### config.mk
export PLATFORM = sky130hd
export DESIGN_NAME = acc_bank
export DESIGN_NICKNAME = d
export VERILOG_FILES = /design/src/rtl/acc_bank.sv
export SDC_FILE = /design/constraint.sdc
export NUM_CORES = 1
export LEC_CHECK = 0
export ABC_AREA = 1
export BUFFER_PORTS_ARGS = -buffer_cell sky130_fd_sc_hd__buf_2
export CORE_UTILIZATION = 40
export DETAILED_ROUTE_END_ITERATION = 7
export HOLD_SLACK_MARGIN = 0.03
export PLACE_DENSITY = 0.62
export SYNTH_ARGS = -nofsm -noshare
export SYNTH_HDL_FRONTEND = slang
export SYNTH_SLANG_ARGS = --single-unit
### constraint.sdc
create_clock -name clk -period 6 [get_ports clk]
set_clock_uncertainty 0.2 [all_clocks]
set_input_delay 0.3 -clock clk [delete_from_list [all_inputs] [get_ports clk]]
set_output_delay 0.3 -clock clk [all_outputs]
set_load 0.01 [all_outputs]
### src/rtl/acc_bank.sv
// rtl/acc_bank.sv - deskewing per-column accumulator bank with unified buffer drain (optional ReLU on drain: ACC_BANK_RELU_EN)
module acc_bank #(
    parameter int NUM_COLS = 2,
    parameter int DEPTH    = 2,
    parameter int DATA_W   = 32,
    parameter int ADDR_W   = 6
) (
    input  logic                       clk,
    input  logic                       reset,
    input  logic                       valid,
    input  logic                       accumulate,
    input  logic [NUM_COLS*DATA_W-1:0] acc_in,
    input  logic                       drain_req,
    input  logic [ADDR_W-1:0]          ub_base,
    output logic                       ub_wr_valid,
    input  logic                       ub_wr_ready,
    output logic [ADDR_W-1:0]          ub_wr_addr,
    output logic [DATA_W-1:0]          ub_wr_data,
    output logic                       full,
    output logic                       done,
    output logic                       overflow
);

    localparam int TOTAL = NUM_COLS * DEPTH;
    localparam int PTR_W = $clog2(DEPTH + 1);
    localparam int IDX_W = $clog2(TOTAL + 1);

    typedef enum logic [1:0] {S_IDLE, S_FILL, S_FULL, S_DRAIN} state_t;

    state_t              state_q;
    logic                tile_mode_q;
    logic [ADDR_W-1:0]   base_q;
    logic [IDX_W-1:0]    beat_q;
    logic                wr_valid_q;
    logic [ADDR_W-1:0]   wr_addr_q;
    logic [DATA_W-1:0]   wr_data_q;
    logic                full_q;
    logic                done_q;
    logic                overflow_q;

    // Entry storage is row-major: entry index = row * NUM_COLS + column.
    logic [DATA_W-1:0]   mem_q [TOTAL];
    logic [PTR_W-1:0]    ptr_q [NUM_COLS];

    logic                filling;
    logic                accept;
    logic                mode;
    logic [NUM_COLS-1:0] lane_vld;
    logic [NUM_COLS-1:0] we;
    logic                last_store;
    logic [DATA_W-1:0]   cur [NUM_COLS];
    logic [DATA_W-1:0]   wval [NUM_COLS];
    logic [IDX_W-1:0]    nxt_idx;
    logic                last_beat;
    logic [DATA_W-1:0]   drain_word;

    function automatic logic [DATA_W-1:0] sat_add(input logic [DATA_W-1:0] a,
                                                   input logic [DATA_W-1:0] b);
        logic [DATA_W:0] s;
        s = {a[DATA_W-1], a} + {b[DATA_W-1], b};
        if (s[DATA_W] != s[DATA_W-1])
            sat_add = s[DATA_W] ? {1'b1, {(DATA_W-1){1'b0}}} : {1'b0, {(DATA_W-1){1'b1}}};
        else
            sat_add = s[DATA_W-1:0];
    endfunction

    function automatic logic [DATA_W-1:0] post_proc(input logic [DATA_W-1:0] v);
`ifdef ACC_BANK_RELU_EN
        post_proc = v[DATA_W-1] ? '0 : v;
`else
        post_proc = v;
`endif
    endfunction

    assign filling     = (state_q == S_IDLE) || (state_q == S_FILL);
    assign accept      = valid && filling;
    // The first row of a tile is written while still in IDLE, before tile_mode_q is loaded.
    assign mode        = (state_q == S_IDLE) ? accumulate : tile_mode_q;
    assign lane_vld[0] = accept;

    generate
        if (NUM_COLS > 1) begin : g_skew
            logic [NUM_COLS-2:0] skew_q;

            // Delay the row strobe one cycle per column to match the array's diagonal wavefront.
            always_ff @(posedge clk or posedge reset) begin
                if (reset) begin
                    skew_q <= '0;
                end else begin
                    skew_q[0] <= accept;
                    for (int i = 1; i < NUM_COLS - 1; i++) begin
                        skew_q[i] <= skew_q[i-1];
                    end
                end
            end

            for (genvar c = 1; c < NUM_COLS; c++) begin : g_tap
                assign lane_vld[c] = skew_q[c-1];
            end
        end
    endgenerate

    // Per-lane write enable and write value: the addressed entry is read, then overwritten or summed.
    always_comb begin
        for (int c = 0; c < NUM_COLS; c++) begin
            cur[c] = '0;
            for (int r = 0; r < DEPTH; r++) begin
                if (ptr_q[c] == PTR_W'(r)) cur[c] = mem_q[r*NUM_COLS + c];
            end
            we[c]   = lane_vld[c] && filling && (ptr_q[c] != PTR_W'(DEPTH));
            wval[c] = mode ? sat_add(cur[c], acc_in[c*DATA_W +: DATA_W])
                           : acc_in[c*DATA_W +: DATA_W];
        end
        last_store = we[NUM_COLS-1] && (ptr_q[NUM_COLS-1] == PTR_W'(DEPTH - 1));
    end

    // Select the word for the next drain beat (beat 0 on drain accept, beat+1 while draining).
    always_comb begin
        nxt_idx    = (state_q == S_DRAIN) ? beat_q + IDX_W'(1) : '0;
        last_beat  = (beat_q == IDX_W'(TOTAL - 1));
        drain_word = '0;
        for (int e = 0; e < TOTAL; e++) begin
            if (nxt_idx == IDX_W'(e)) drain_word = post_proc(mem_q[e]);
        end
    end

    // Entry array and row pointers: lanes store independently, pointers rewind when a drain starts.
    always_ff @(posedge clk or posedge reset) begin
        if (reset) begin
            for (int e = 0; e < TOTAL; e++) mem_q[e] <= '0;
            for (int c = 0; c < NUM_COLS; c++) ptr_q[c] <= '0;
        end else if (state_q == S_FULL && drain_req) begin
            for (int c = 0; c < NUM_COLS; c++) ptr_q[c] <= '0;
        end else begin
            for (int c = 0; c < NUM_COLS; c++) begin
                if (we[c]) begin
                    ptr_q[c] <= ptr_q[c] + PTR_W'(1);
                    for (int r = 0; r < DEPTH; r++) begin
                        if (ptr_q[c] == PTR_W'(r)) mem_q[r*NUM_COLS + c] <= wval[c];
                    end
                end
            end
        end
    end

    // Tile control FSM with registered full/done/overflow and the drain write port.
    always_ff @(posedge clk or posedge reset) begin
        if (reset) begin
            state_q     <= S_IDLE;
            tile_mode_q <= 1'b0;
            base_q      <= '0;
            beat_q      <= '0;
            wr_valid_q  <= 1'b0;
            wr_addr_q   <= '0;
            wr_data_q   <= '0;
            full_q      <= 1'b0;
            done_q      <= 1'b0;
            overflow_q  <= 1'b0;
        end else begin
            done_q <= 1'b0;
            if (valid && (state_q == S_FULL || state_q == S_DRAIN)) overflow_q <= 1'b1;
            case (state_q)
                S_IDLE: begin
                    if (valid) begin
                        tile_mode_q <= accumulate;
                        if (last_store) begin
                            state_q <= S_FULL;
                            full_q  <= 1'b1;
                        end else begin
                            state_q <= S_FILL;
                        end
                    end
                end
                S_FILL: begin
                    if (last_store) begin
                        state_q <= S_FULL;
                        full_q  <= 1'b1;
                    end
                end
                S_FULL: begin
                    if (drain_req) begin
                        state_q    <= S_DRAIN;
                        full_q     <= 1'b0;
                        base_q     <= ub_base;
                        beat_q     <= '0;
                        wr_valid_q <= 1'b1;
                        wr_addr_q  <= ub_base;
                        wr_data_q  <= drain_word;
                    end
                end
                S_DRAIN: begin
                    if (ub_wr_ready) begin
                        if (last_beat) begin
                            state_q    <= S_IDLE;
                            wr_valid_q <= 1'b0;
                            done_q     <= 1'b1;
                        end else begin
                            beat_q    <= nxt_idx;
                            wr_addr_q <= base_q + ADDR_W'(nxt_idx);
                            wr_data_q <= drain_word;
                        end
                    end
                end
                default: state_q <= S_IDLE;
            endcase
        end
    end

    assign ub_wr_valid = wr_valid_q;
    assign ub_wr_addr  = wr_addr_q;
    assign ub_wr_data  = wr_data_q;
    assign full        = full_q;
    assign done        = done_q;
    assign overflow    = overflow_q;

endmodule

### Word level (Yosys, flattened, before mapping)

Index checks and enable logic that the tools add are counted.

* register bits after elaboration: 187
* latch bits: 0
* bits in read-only memories: 0
* bits of input ports: 76
* memories: 0
* RAM bits: 0

* multiplexer cells: 49
* divide/modulo/power cells: 0
* shift operators: 0
* multipliers: 0
* order comparisons: 0
* equal/unequal tests: 19
* $add $sub $neg: 6
* bitwise operators: 1
* reductions and logical operators: 28

Operators with widths (count)
* two-way mux 32 bit: 17
* adder 32 x 32 -> 33 bit: 2
* one-hot mux 32 bit (2 select lines): 1
* two-way mux 6 bit: 3
* two-way mux 2 bit: 8
* inequality test 2 bit (second input constant): 8
* AND reduction 3 bit: 5
* two-way mux 3 bit: 4
* one-hot mux 6 bit (2 select lines): 1
* two-way mux 1 bit: 10
* equality test 3 x 2 -> 1 bit (second input constant): 3
* logical AND 1 bit: 8
* one-hot mux 2 bit (4 select lines): 1
* AND reduction 4 bit: 2
* adder 6 x 3 -> 6 bit: 1
* equality test 2 x 1 -> 1 bit (second input constant): 3
* logical NOT 2 bit: 3
* one-hot mux 3 bit (2 select lines): 1
* nonzero test 2 bit: 3
* AND reduction 5 bit: 1
* adder 2 x 1 -> 2 bit (second input constant): 2
* equality test 2 bit (second input constant): 2
* two-way mux 4 bit: 1
* AND reduction 2 bit: 2
* other kinds (9): 11

### Longest topological paths before layout

Gate-level depths: netlist of run 1.

* depth after elaboration: 10
* gate-level depth with buffers: 25

### Worst setup path before layout of run 1

Ideal clock, no wire load.

* path kind: register to register
* start point: reg ptr_q[3] (netlist name)
* end point: reg mem_q[44] (netlist name)
* library setup time: 0.130 ns
* setup slack: 2.654 ns
* arrival: 3.016 ns
* stages on the path, launching flop included: 24
* cells stage by stage: dfrtp_1 -> inv_1 -> ha_1 -> clkinv_1 -> nand2_1 -> buf_1 -> o22ai_1 -> ha_1 -> fa_1 -> nand2_1 -> nand3_1 -> nand3_1 -> nand2_1 -> nand2_1 -> nand2_1 -> nand2_1 -> nand3_1 -> nand2_1 -> nand2_1 -> nand2_1 -> buf_2 -> nand2_1 -> nand3_1 -> o21ai_0

* word-level cells in the longest chain between the ends: 7

RTL lines
* start: declaration: line 43 `logic [PTR_W-1:0] ptr_q [NUM_COLS];`
* start signal: indexed assignment: line 137 `ptr_q[c] <= ptr_q[c] + PTR_W'(1);`
* logical NOT 2 bit: line 108 `if (ptr_q[c] == PTR_W'(r)) cur[c] = mem_q[r*NUM_COLS + c];`
* two-way mux 32 bit (2 in a row): line 108
* adder 32 x 32 -> 33 bit: line 60 `s = {a[DATA_W-1], a} + {b[DATA_W-1], b};`
* two-way mux 32 bit or inequality test 1 bit (tied branches): line 62, 61
* two-way mux 32 bit: line 61 `if (s[DATA_W] != s[DATA_W-1])`
* two-way mux 32 bit: line 111 `wval[c] = mode ? sat_add(cur[c], acc_in[c*DATA_W +: DATA_W])`
* end signal: indexed assignment: line 139 `if (ptr_q[c] == PTR_W'(r)) mem_q[r*NUM_COLS + c] <= wval[c];`
* end: declaration: line 42 `logic [DATA_W-1:0] mem_q [TOTAL];`

Several ways; a longest one is shown, not always the timed one.
A chain may end at the register's enable or synchronous reset.

### Worst setup path in the final report of run 1

* start point: reg ptr_q[1] (netlist name)
* end point: reg mem_q[86] (netlist name)

* word-level cells in the longest chain between the ends: 7

RTL lines (line)
* logical NOT 2 bit: 108, 139
* two-way mux 32 bit (2 in a row): 108
* adder 32 x 32 -> 33 bit: 60
* two-way mux 32 bit or inequality test 1 bit (tied branches): 62, 61
* two-way mux 32 bit: 61
* two-way mux 32 bit: 111

Several ways; a longest one is shown, not always the timed one.

==> out/metrics.sh, run 1 <==
FINALINSTANCEAREA_UM2=15800
WORST_SETUP_PATH_START_KIND='flip-flop'
SETUP.WORST_PATH.START='ptr_q[1]'
POSTSYNTHCELLCOUNT=2080
CRITPATHKIND='reg -> reg'
DIE_WIDTH_UM=189
TIMING.FINAL.SETUP_VIOLATIONS=0
WORST_PATH_DOMINANT_CELL_FAMILY='simple AND/OR/NAND/NOR gates'
WORSTPATHMAXFANOUT=34
CLOCK-SINKS=187
FILLERINSTANCES=3612
CTSROOTBUFFERMASTER='sky130_fd_sc_hd__clkbuf_16'
CTS-ROOT-TO-SINK-BUFFERS=2
SEQUENTIAL_SHARE_OF_THE_SYNTHESIZED_AREA_PCT=33.3
PLACEDINSTANCEAREA_UM2=15000
CTS-BUFFERS-INSERTED=17
TIMING.FINAL.MAX_SLEW_VIOLATIONS=0
CTS.HTREE.LEVELS=4
WL_MET2_UM=19500
IOPINCOUNT=118
SYNTH.TOP_CELLS.BY_AREA='sky130_fd_sc_hd__dfrtp_1 (33%), sky130_fd_sc_hd__nand2_1 (18%), sky130_fd_sc_hd__inv_1 (7.4%)'
FIRSTDRTPASSITERS=6
SYNTH_COMMON_CELLS='sky130_fd_sc_hd__nand2_1 (689), sky130_fd_sc_hd__inv_1 (276), sky130_fd_sc_hd__dfrtp_1 (187)'
FINAL.PERIOD_UTILIZATION_PCT=77.0
VIA_COUNT_OF_THE_FIRST_GLOBAL_ROUTING_PASS=13200
VIAS_PER_CELL=5.23
SYN-MEAN-INSTANCE-AREA_UM2=6.75
CORE.ROWCOUNT=68
CRIT_PATH_MAX_INCR_DELAY_NS=0.45
HPWLAFTERDP_UM=34900
ROUTE.TOP_LAYER_USED='met4'
CELL_TYPE_WITH_THE_LARGEST_TOTAL_AREA_AFTER_SYNTHESIS='sky130_fd_sc_hd__dfrtp_1'
GRT_START_MAX_NET_PINS=137
NETLIST_AREA_UM2=14000
POST-ROUTE-DRC-COUNT=0
M1WIRELENGTH_UM=22300
SYNTH.DISTINCT_CELLS=43
FINALNETCOUNT=2335
SYNTHESIS.YOSYS.WARNINGS=0
INITIAL_CORE_UTIL_PCT=40.6
SETUP.REG_TO_REG.WORST_SLACK_NS=1.38
DRIVE_GT1_SHARE_PCT=10.3
MOST_FREQUENTLY_USED_FLOP_MASTER_AFTER_SYNTHESIS='sky130_fd_sc_hd__dfrtp_1'
GROUTE.USAGE.OVERALL_PCT=25.5
WORSTSKEWPAIRLATENCY_NS=0.44
SYNTH_ENABLE_FLOP_CELLS=0
REG2REGPATHDEPTH=24
ANT_NETS=0
CORE_UM2=34500
SYNTH-ASYNC-RESET-RATIO_PCT=100
WORST_SETUP_PATH_END_KIND='flip-flop'
ROUTABILITYCONGESTION=0.953
MET3_WL_UM=2330
DIE_H_UM=189
REPORT.FINAL.HOLD_VIOL_COUNT=0
CRIT-REG2REG-LAUNCH='ptr_q[1]'
YOSYS.AREA.TOP_TYPE_SHARE_PCT=33.3
YOSYS.CELL_COUNT.TOP_TYPE='sky130_fd_sc_hd__nand2_1'
CTS.REPAIR_TIMING.SETUP_BUFFER_COUNT=0
POWER_DENSITY_nW_PER_UM2=677
AREA.GROWTH.SYNTH_TO_FINAL_PCT=12.6
ANTENNA_FOUND_INITIAL=0
WORSTSETUPENDPOINT='mem_q[86]'
PATH_CELLS='inv_1 > ha_1 > clkinv_1 > buf_4 > nand2_1 > buf_4 > o22ai_1 > ha_1 > fa_1 > nand2_1 > nand2_1 > nand3_1 > nand2_1 > nand2_1 > nand2_2 > nand2_2 > nand3_1 > nand2_2 > nand2_4 > nand2_2 > o21ai_0 > nand2_1 > nand2_1 > nand2_1'
LEAKAGE_nW=8.31
PORT_BUFFERS=117
DIE_AREA_UM2=35800
SLEW_AT_THE_PIN_CLOSEST_TO_ITS_MAX_SLEW_LIMIT_NS=1.11
CLKTRANSATPATHREGS_NS=0.07
TRITONCTS='yes'
MAX_SLEW_MARGIN_PCT=25.8
DRT-INITIAL-DRC-COUNT=1320
DETAILROUTE.VIA_COUNT=13800
CP_NUM_BUF_INV=4
ROUTE.FINAL.WIRE_LENGTH_UM=45100
REMAINING_GLOBAL_ROUTE_OVERFLOW=0
CRITPATHREQUIREDTIME_NS=6.18
FMAXACHIEVABLE_MHz=216
REG2REG_TO='mem_q[86]'
CP_NUM_CELLS=24
CP_SLOWEST_CELL='sky130_fd_sc_hd__nand2_2'
TIMING.SETUP.TNS_NS=0
SYNTH.FF_LATCH_COUNT=187
REPORT.POWER.TOTAL_W=0.0107
MAPPEDNETLISTNETS=2238
WORST_IR_DROP_VDD_mV=0.274
POST-ROUTE-MIN-PERIOD_NS=4.62
MIN-DELAY-PATH-CLASS='in -> reg'
NUM_ANTENNA_CELLS=0
MAXCAPVIOLATIONS=0
WIRE_LENGTH_OF_THE_FIRST_GLOBAL_ROUTING_PASS_UM=71800
RUN_STATUS='finished, final reports clean'
SETUP_REPAIR_AFTER_GLOBAL_ROUTING_MISSED_ITS_MARGIN='no'
ARRIVAL_NS=4.80
DETAIL_ROUTE.WL_PER_CELL_UM=17.1
CRITICAL_PATH.MOST_COMMON_CELL='sky130_fd_sc_hd__nand2_1'
## sequential cells by signal, summed over array words and instances, names as in the netlist, 2 cells and up
name	flops
ub_wr_data	32
ptr_q	4
beat_q	3
base_q	6
state_q	2
ub_wr_addr	6
mem_q	128
## worst min-delay path: cells and delay by family
| kind | cells | cell delay (ns) |
|---|---|---|
| simple gates | 2 | 0.17 |
| compound gates | 1 | 0.07 |
| buf+inv | 1 | 0.10 |
## final cells by class
class	count	area (um2)	share of cell area, %
Clock buffer	20	457	2.89
Clock inverter	8	145	0.918
Inverter	283	1070	6.77
Multi-Input combinational cell	1534	7970	50.4
Sequential cell	187	4680	29.6
Tap cell	455	569	3.60
Timing Repair Buffer	154	916	5.79
## how the worst min path moves through the flow
| stage | start | end | depth (start not counted) |
|---|---|---|---|
| 2_1_floorplan | ub_base[0] | base_q[0] | 2 |
| 3_3_place_gp | overflow | overflow | 1 |
| 3_5_place_dp | overflow | overflow | 1 |
| 4_1_cts | acc_in[13] | mem_q[109] | 4 |
| 5_1_grt | acc_in[8] | mem_q[40] | 4 |
| 6_report | acc_in[2] | mem_q[34] | 4 |
## layout by cell type (no fill, tap or decap), types with 69 or more instances in the layout
cell / instances
sky130_fd_sc_hd__ha_1: 79
sky130_fd_sc_hd__o22ai_1: 96
sky130_fd_sc_hd__nand3_1: 122
sky130_fd_sc_hd__nor2_1: 131
sky130_fd_sc_hd__buf_2: 117
sky130_fd_sc_hd__dfrtp_1: 187
sky130_fd_sc_hd__o21ai_0: 129
sky130_fd_sc_hd__a21oi_1: 69
sky130_fd_sc_hd__nand2_1: 688
sky130_fd_sc_hd__inv_1: 275
## cells by family after synthesis
family,count (synthesis),share of synthesized area (%)
compound gates,377,16.2
xor+xnor,46,2.87
fa+ha+maj,82,7.47
buf+inv,359,9.96
flops,187,33.3
simple gates,1029,30.2
## layer usage
metal | GRT usage (%) | up-vias
li1 | - | 6916
met4 | 7.23 | 0
met1 | 38.3 | 6405
met3 | 2.61 | 55
met5 | 0 | -
met2 | 38.3 | 435
## report_power, final
part           total, W  internal, W  switching [W]
clock           0.00119     0.000709       0.000480
sequential      0.00218      0.00189       0.000296
combinational   0.00733      0.00241        0.00491
total            0.0107      0.00501        0.00569
## repair_timing
| item | 4_1_cts | 5_1_grt |
|---|---|---|
| setup endpoints to repair | 0 | 0 |
| endpoints found under the hold margin | 169 | 0 |
| gates resized for setup | 0 | 0 |
| hold buffers | 21 | 0 |
## stage by stage
step | hold WS, ns | std cells | utilization (%) | worst slack (ns)
after floorplan | 0.210 | 2080 | - | 0.415
after global placement | 0.257 | 2592 | 43.4 | 1.59
after detailed placement | 0.258 | 2592 | 43.4 | 1.48
after CTS | 0.0310 | 2641 | 45.8 | 1.45
after global routing | 0.0573 | 2641 | 45.8 | 1.05
final | 0.0382 | 2641 | 45.8 | 1.38
Power figures use the tool's default switching activity.
==> run 2: changes to the inputs <==
clock period = 4.05 ns   (was 6 ns; I/O delays follow)
==> run 2 against run 1 <==
Net effect: die area is the same; count of clock-buffer cells in the layout unchanged; core utilization up 2.3 points; largest power group unchanged; via count increased by 2.4%; wire length is 1.1% lower; clock power grew 61%; combinational power rose by 50%; power rose by 51%; sequential share of layout area is 1.4 points lower.
==> out/metrics.sh, run 2 (synthesis gave the netlist of run 1 again) <==
GRT_START_MAX_NET_PINS=188  # +37%
HPWLAFTERDP_UM=33900  # -2.8%
MOSTFREQUENTLAYOUTCELLS='sky130_fd_sc_hd__nand2_1 (684), sky130_fd_sc_hd__inv_1 (275), sky130_fd_sc_hd__dfrtp_1 (187)'
DIE_H_UM=189  # unchanged
FINAL_COMMON_CELL='sky130_fd_sc_hd__nand2_1'
VIA_COUNT_OF_THE_FIRST_GLOBAL_ROUTING_PASS=13200  # +0.56%
FINAL.PERIOD_UTILIZATION_PCT=91.8  # +15 points
CORE.ROWCOUNT=68  # unchanged
INITIAL_CORE_UTIL_PCT=40.6  # unchanged
ANT_NETS=0  # unchanged
SETUP_SLACK_NS=0.332  # -1.05 ns
SETUP_REPAIR_AFTER_GLOBAL_ROUTING_MISSED_ITS_MARGIN='no'
MAX_SLEW_MARGIN_PCT=28.6  # +2.8 points
REPORT.FINAL.HOLD_VIOL_COUNT=0  # unchanged
SLEW_AT_THE_PIN_CLOSEST_TO_ITS_MAX_SLEW_LIMIT_NS=1.07  # -0.0394 ns
LEAKAGE_nW=8.64  # +4.0%
DETAILROUTE.VIA_COUNT=14100  # +2.4%
CTS-BUFFERS-INSERTED=17  # unchanged
POST-ROUTE-MIN-PERIOD_NS=3.72  # -0.901 ns
DIE_AREA_UM2=35800  # unchanged
DETAIL_ROUTE.WL_PER_CELL_UM=16.5  # -3.6%
MAXCAPVIOLATIONS=0  # unchanged
ROUTABILITYCONGESTION=0.963  # +1.1%
CLKTRANSATPATHREGS_NS=0.07  # about the same
P_SW_SHARE_PCT=51.8  # -1.4 points
POWER_FRAC_COMB_PCT=68.2  # -0.3 points
CTS.HTREE.LEVELS=4  # unchanged
PRECTSSETUPSLACK_NS=0.106  # -1.37 ns
WORST_SETUP_PATH_END_KIND='flip-flop'
LARGEST_REG_FLOPS=128  # unchanged
SWITCHINGPOWER_W=0.00839  # +47%
REMAINING_GLOBAL_ROUTE_OVERFLOW=0  # unchanged
DRT-INITIAL-DRC-COUNT=1475  # +12%
CELL_INTERNAL_POWER_W=0.00780  # +56%
FINALINSTANCEAREA_UM2=16600  # +5.0%
CLOCK-SINKS=187  # unchanged
CRITPATHREQUIREDTIME_NS=4.18  # -2.00 ns
WORSTPATHMAXFANOUT=29  # -15%
WORST_IR_DROP_VDD_mV=0.390  # +42%
CTS.REPAIR_TIMING.SETUP_BUFFER_COUNT=0  # unchanged
FMAXACHIEVABLE_MHz=269  # +24%
FINALNONFILLERCELLS=2708  # +2.5%
CRITPATHKIND='reg -> reg'
TRITONCTS='yes'
WORSTSKEWPAIRLATENCY_NS=0.44  # about the same
DRIVE_GT1_SHARE_PCT=10.8  # +0.45 points
SETUP.REG_TO_REG.WORST_SLACK_NS=0.33  # -1.05 ns
CRIT-REG2REG-LAUNCH='ptr_q[1]'
VIAS_PER_CELL=5.22  # -0.10%
CORE_UM2=34500  # unchanged
ARRIVAL_NS=3.84  # -0.96 ns
WORSTSETUPENDPOINT='mem_q[17]'
PLACEDINSTANCEAREA_UM2=15200  # +1.1%
NUM_ANTENNA_CELLS=0  # unchanged
SEQ_POWER_SHARE_PCT=20.0  # -0.4 points
TIMING.SETUP.TNS_NS=0  # unchanged
CLOCK_POWER_SHARE_PCT=11.8  # +0.7 points
FILLERINSTANCES=3578  # -0.94%
DIE_WIDTH_UM=189  # unchanged
WIRE_LENGTH_OF_THE_FIRST_GLOBAL_ROUTING_PASS_UM=71100  # -0.98%
POWER_DENSITY_nW_PER_UM2=975  # +44%
DPL.CELL_COUNT=2602  # +0.39%
AREA.GROWTH.SYNTH_TO_FINAL_PCT=18.3
RUN_STATUS='finished, final reports clean'
REG2REGPATHDEPTH=23  # -4.2%
CTSROOTBUFFERMASTER='sky130_fd_sc_hd__clkbuf_16'
TIMING.FINAL.MAX_SLEW_VIOLATIONS=0  # unchanged
ROUTE.FINAL.WIRE_LENGTH_UM=44600  # -1.1%
CTS-ROOT-TO-SINK-BUFFERS=2  # unchanged
POST-ROUTE-DRC-COUNT=0  # unchanged
FIRSTDRTPASSITERS=6  # unchanged
REGISTERS.TOP_BY_FF_COUNT='mem_q'
GROUTE.USAGE.OVERALL_PCT=25.2  # -0.26 points
FINALNETCOUNT=2399  # +2.7%
REG2REG_TO='mem_q[17]'
IOPINCOUNT=118  # unchanged
MIN-DELAY-PATH-CLASS='in -> reg'
TIMING.FINAL.SETUP_VIOLATIONS=0  # unchanged
ANTENNA_FOUND_INITIAL=0  # unchanged
WORST_SETUP_PATH_START_KIND='flip-flop'
PORT_BUFFERS=117  # unchanged
SETUP.WORST_PATH.START='ptr_q[1]'
==> run 2: cell types whose count changed in the layout (fill, tap and decap cells not counted), sizes merged <==
cell	delta
inv	-2
clkinv	+1
clkinvlp	+2
bufinv	+2
dlygate4sd3	+54
buf	+10
==> run 2: stage by stage <==
stage | util (%) | power, W | hold WS (ns)
after global routing | 48.1 | 0.0177 | 0.0775
final | 48.1 | 0.0162 | 0.0477
after detailed placement | 43.9 | 0.0140 | 0.228
after CTS | 48.0 | 0.0160 | 0.0394
after global placement | 43.9 | 0.0139 | 0.215
after floorplan | - | 0.0110 | 0.112
==> run 2: cell type report <==
cell class / instances / area, um2 / share of cell area [%]
Timing Repair Buffer: 218 / 1620 / 9.77
Multi-Input combinational cell: 1534 / 8000 / 48.1
Inverter: 283 / 1070 / 6.42
Sequential cell: 187 / 4680 / 28.2
Clock inverter: 11 / 216 / 1.30
Clock buffer: 20 / 457 / 2.75
Tap cell: 455 / 569 / 3.43
==> run 2: metal layers <==
metal	vias to the layer above	track usage [%]	wire [um]
met4	0	8.90	1180
met1	6562	38.0	22000
li1	7052	-	-
met2	473	37.0	19000
met5	-	0	0
met3	60	2.72	2420
==> run 2: power by group through the flow <==
stage	Combinational, W	Clock [W]	Sequential (W)
2_1_floorplan	0.00778	0	0.00324
3_3_place_gp	0.0106	0	0.00324
3_5_place_dp	0.0107	0	0.00325
4_1_cts	0.0108	0.00195	0.00323
5_1_grt	0.0124	0.00202	0.00334
6_report	0.0110	0.00192	0.00324
==> run 2: how the worst min path moves through the flow <==
stage	startpoint	end	slack [ns]	cells past startpoint
finish	acc_in[53]	mem_q[21]	0.05	5
global route	acc_in[53]	mem_q[21]	0.08	5
CTS	acc_in[53]	mem_q[21]	0.04	5
detailed placement	ub_base[0]	base_q[0]	0.23	3
global placement	ub_base[2]	base_q[2]	0.21	3
floorplan	ub_base[0]	base_q[0]	0.11	2
==> run 2: what timing repair did <==
| action | CTS | global route |
|---|---|---|
| hold endpoints to repair | 330 | 0 |
| hold buffers | 75 | 0 |
| endpoints found under the setup margin | 0 | 116 |
| resized for setup | 0 | 9 |
==> run 2: worst max-delay path, stage by stage, from the launching register on <==
cell and delay (ns):
sky130_fd_sc_hd__dfrtp_1 0.38, sky130_fd_sc_hd__inv_1 0.09, sky130_fd_sc_hd__ha_1 0.15, sky130_fd_sc_hd__clkinv_1 0.12, sky130_fd_sc_hd__nand2_2 0.18, sky130_fd_sc_hd__o22ai_1 0.12, sky130_fd_sc_hd__ha_1 0.24, sky130_fd_sc_hd__fa_1 0.45
sky130_fd_sc_hd__nand2_1 0.09, sky130_fd_sc_hd__nand2_1 0.09, sky130_fd_sc_hd__nand3_1 0.13, sky130_fd_sc_hd__nand2_1 0.10, sky130_fd_sc_hd__nand2_1 0.09, sky130_fd_sc_hd__nand2_2 0.09, sky130_fd_sc_hd__nand2_2 0.10, sky130_fd_sc_hd__nand2_2 0.06
sky130_fd_sc_hd__nand2_2 0.06, sky130_fd_sc_hd__nand2_2 0.08, sky130_fd_sc_hd__nand2_4 0.12, sky130_fd_sc_hd__nand2_4 0.21, sky130_fd_sc_hd__o21ai_1 0.18, sky130_fd_sc_hd__nand2_1 0.11, sky130_fd_sc_hd__nand2_1 0.07, sky130_fd_sc_hd__nand2_1 0.06
==> run 3: changes to the inputs <==
ABC_AREA = not set   (was 1)
HOLD_SLACK_MARGIN = 0.05   (was 0.03)
==> run 3 against run 2 <==
Net effect: the run now ends with setup timing left; via count decreased by 1.1%; worst hold slack improved by 0.046 ns; synthesized cell count is 21% lower; critical path depth down 6; sequential share of layout area decreased by 3.7 points; global-route usage up 0.96 points; register-to-register slack worse by 0.41 ns; worst setup slack got worse by 0.41 ns; core utilization increased by 9.0 points.
==> out/metrics.sh, run 3 <==
YOSYS.AREA.TOP_TYPE_SHARE_PCT=34.5  # +1.2 points
SLEW_AT_THE_PIN_CLOSEST_TO_ITS_MAX_SLEW_LIMIT_NS=1.04  # -0.0307 ns
WIRE_LENGTH_OF_THE_FIRST_GLOBAL_ROUTING_PASS_UM=69800  # -1.9%
INITIAL_CORE_UTIL_PCT=40.5  # -0.12 points
ANTENNA_FOUND_INITIAL=0  # unchanged
FIRSTDRTPASSITERS=5  # -1
CTS.HTREE.LEVELS=4  # unchanged
CORE_UM2=33400  # -3.2%
PORT_BUFFERS=117  # unchanged
ANT_NETS=0  # unchanged
SETUP_SLACK_NS=-0.0814  # -0.413 ns
AREA.GROWTH.SYNTH_TO_FINAL_PCT=40.9
VIA_COUNT_OF_THE_FIRST_GLOBAL_ROUTING_PASS=13100  # -0.74%
CELL_TYPE_WITH_THE_LARGEST_TOTAL_AREA_AFTER_SYNTHESIS='sky130_fd_sc_hd__dfrtp_1'
GRT_START_MAX_NET_PINS=146  # -22%
TIMING.FINAL.SETUP_VIOLATIONS=16  # +16
TIMING.FINAL.MAX_SLEW_VIOLATIONS=0  # unchanged
TRITONCTS='yes'
REMAINING_GLOBAL_ROUTE_OVERFLOW=0  # unchanged
IOPINCOUNT=118  # unchanged
SYNTH.DISTINCT_CELLS=90  # +110%
CTS-BUFFERS-INSERTED=17  # unchanged
SEQUENTIAL_SHARE_OF_THE_SYNTHESIZED_AREA_PCT=34.5  # +1.2 points
MOST_FREQUENTLY_USED_FLOP_MASTER_AFTER_SYNTHESIS='sky130_fd_sc_hd__dfrtp_1'
CLOCK-SINKS=187  # unchanged
NETLIST_AREA_UM2=13600  # -3.4%
SYNTH.TOP_CELLS.BY_AREA='sky130_fd_sc_hd__dfrtp_1 (35%), sky130_fd_sc_hd__nand2_1 (8.6%), sky130_fd_sc_hd__ha_1 (7.3%)'
ROUTABILITYCONGESTION=0.904  # -6.2%
MOSTFREQUENTLAYOUTCELLS='sky130_fd_sc_hd__nand2_1 (299), sky130_fd_sc_hd__dfrtp_1 (186), sky130_fd_sc_hd__buf_4 (176)'
GROUTE.USAGE.OVERALL_PCT=26.2  # +0.96 points
SETUP_REPAIR_AFTER_GLOBAL_ROUTING_MISSED_ITS_MARGIN='yes'
FINALNETCOUNT=2136  # -11%
CORE.ROWCOUNT=67  # -1.5%
WORST_SETUP_PATH_END_KIND='flip-flop'
FINAL_COMMON_CELL='sky130_fd_sc_hd__nand2_1'
CTSROOTBUFFERMASTER='sky130_fd_sc_hd__clkbuf_16'
FINAL.PERIOD_UTILIZATION_PCT=102  # +10 points
WORSTHOLDPATHCELLS=5  # unchanged
FAILING_CHECKS='setup timing'
CTS-ROOT-TO-SINK-BUFFERS=2  # unchanged
POST-ROUTE-DRC-COUNT=0  # unchanged
REGISTERS.TOP_BY_FF_COUNT='mem_q'
DIE_WIDTH_UM=186  # -1.7%
FMAXACHIEVABLE_MHz=242  # -10%
WORST_SETUP_PATH_START_KIND='flip-flop'
FINALCOREUTILIZATION_PCT=57.1  # +9.0 points
SYN-MEAN-INSTANCE-AREA_UM2=8.22  # +22%
SYNTHESIS.YOSYS.WARNINGS=0  # unchanged
MAXCAPVIOLATIONS=0  # unchanged
CLKTRANSATPATHREGS_NS=0.07  # about the same
DIE_AREA_UM2=34600  # -3.4%
DIE_H_UM=186  # -1.7%
SYNTH_ENABLE_FLOP_CELLS=0  # unchanged
LARGEST_REG_FLOPS=128  # unchanged
MIN-DELAY-PATH-CLASS='in -> reg'
VIAS_PER_CELL=5.74  # +9.9%
SYNTH-ASYNC-RESET-RATIO_PCT=100  # unchanged
CRITPATHKIND='reg -> reg'
DRT-INITIAL-DRC-COUNT=1085  # -26%
DETAILROUTE.VIA_COUNT=14000  # -1.1%
MAX_SLEW_MARGIN_PCT=29.1  # +0.56 points
WORSTPATHMAXFANOUT=6  # -79%
REG2REGPATHDEPTH=17  # -26%
YOSYS.CELL_COUNT.TOP_TYPE='sky130_fd_sc_hd__nand2_1'
RUN_STATUS='finished with violations'
REPORT.FINAL.HOLD_VIOL_COUNT=0  # unchanged
POST-ROUTE-MIN-PERIOD_NS=4.13  # +0.413 ns
DETAIL_ROUTE.WL_PER_CELL_UM=19.3  # +17%
HPWLAFTERDP_UM=33100  # -2.5%
NUM_ANTENNA_CELLS=0  # unchanged
WORSTSKEWPAIRLATENCY_NS=0.44  # about the same
MAPPEDNETLISTNETS=1807  # -19%
POSTSYNTHCELLCOUNT=1649  # -21%
CRITPATHREQUIREDTIME_NS=4.19  # about the same
DRIVE_GT1_SHARE_PCT=31.9  # +21 points
SYNTH.FF_LATCH_COUNT=187  # unchanged
ROUTE.FINAL.WIRE_LENGTH_UM=47000  # +5.3%
SYNTH_COMMON_CELLS='sky130_fd_sc_hd__nand2_1 (312), sky130_fd_sc_hd__dfrtp_1 (187), sky130_fd_sc_hd__o21ai_0 (137)'
SETUP.REG_TO_REG.WORST_SLACK_NS=-0.08  # -0.41 ns
ARRIVAL_NS=4.27  # +0.43 ns
[run 3: changes by cell type after synthesis, sizes merged, moves of 25 or more]
cell | before | now
a21o | 4 | 29
a22oi | 0 | 66
a31oi | 5 | 89
clkbuf | 43 | 88
inv | 279 | 34
mux2 | 0 | 36
nand2 | 702 | 312
nand3 | 122 | 25
o21ai | 139 | 190
o22ai | 96 | 3
o32a | 32 | 2
or2 | 39 | 6
xnor2 | 11 | 40
[run 3: routing by layer]
layer  vias to the layer above  GRT usage, %  wire length, um
met1                      6813          33.4            19700
met2                       463          45.8            23500
met3                        91          3.27             2480
li1                       6631             -                -
met5                         -             0                0
met4                         0          8.13             1270
[run 3: timing repair]
action                                 in CTS  in global routing
setup endpoints to repair                 117                126
buffers inserted                           21                 28
gates resized for setup                    75                240
hold buffers                               70                  1
cloned                                      2                  6
pin swaps                                  28                112
endpoints found under the hold margin     323                  2
[run 3: final timing paths]
kind | start | endpoint
max in group asynchronous | reset | mem_q[0]
worst min register to register | ub_wr_addr[3] | ub_wr_addr[3]
worst max-delay path | ptr_q[0] | mem_q[73]
worst max register to register | ptr_q[0] | mem_q[73]
worst min-delay path | drain_req | ub_wr_valid
min in group asynchronous | reset | base_q[5]
[run 3: critical path: stages, from the launching register on]
cell,delay [ns]
sky130_fd_sc_hd__dfrtp_1,0.42
sky130_fd_sc_hd__buf_6,0.14
sky130_fd_sc_hd__ha_4,0.19
sky130_fd_sc_hd__buf_8,0.15
sky130_fd_sc_hd__buf_12,0.14
sky130_fd_sc_hd__nand2_1,0.05
sky130_fd_sc_hd__o21ai_0,0.10
sky130_fd_sc_hd__ha_2,0.41
sky130_fd_sc_hd__nand4_1,0.20
sky130_fd_sc_hd__a2111o_1,0.43
sky130_fd_sc_hd__a21oi_4,0.24
sky130_fd_sc_hd__nand4_4,0.13
sky130_fd_sc_hd__and4_4,0.24
sky130_fd_sc_hd__o31ai_4,0.35
sky130_fd_sc_hd__buf_12,0.18
sky130_fd_sc_hd__buf_12,0.13
sky130_fd_sc_hd__o21ai_2,0.07
sky130_fd_sc_hd__a31oi_1,0.24
[run 3: logic make-up after synthesis]
logic type | count (synthesis) | synth area share [%]
AND/OR/NAND/NOR | 558 | 17.6
multiplexers | 43 | 3.56
flip-flops | 187 | 34.5
buffers and inverters | 137 | 4.08
AO/OA/AOI/OAI | 580 | 28.4
XOR/XNOR | 60 | 3.88
adder cells (fa/ha/maj) | 84 | 7.90
[run 3: final cells by class]
cell class / instances / area [um2]
fill: 2955 / 14400
multi-input combinational: 1325 / 9640
sequential: 187 / 4680
timing repair buffer: 413 / 3460
tap: 448 / 561
clock buffer: 18 / 429
clock inverter: 14 / 194
inverter: 34 / 131
[run 3: metrics by stage]
step           cell area (um2)  setup TNS [ns]  hold WS, ns  std cells  setup WS, ns
4_1_cts                  17600          -0.999       0.0541       2404       -0.0580
6_report                 19100          -0.213       0.0940       2439       -0.0814
5_1_grt                  19100           -9.40       0.0959       2439        -0.196
3_5_place_dp             15800          -11.47      -0.0576       2279        -0.233
3_3_place_gp             15800           -7.41      -0.0508       2279        -0.197
2_1_floorplan            13600               0        0.108       1649        0.0380
Power of run 3 is not shown: default switching activity piles up to over one toggle a cycle in this logic, so the estimate is an artifact.
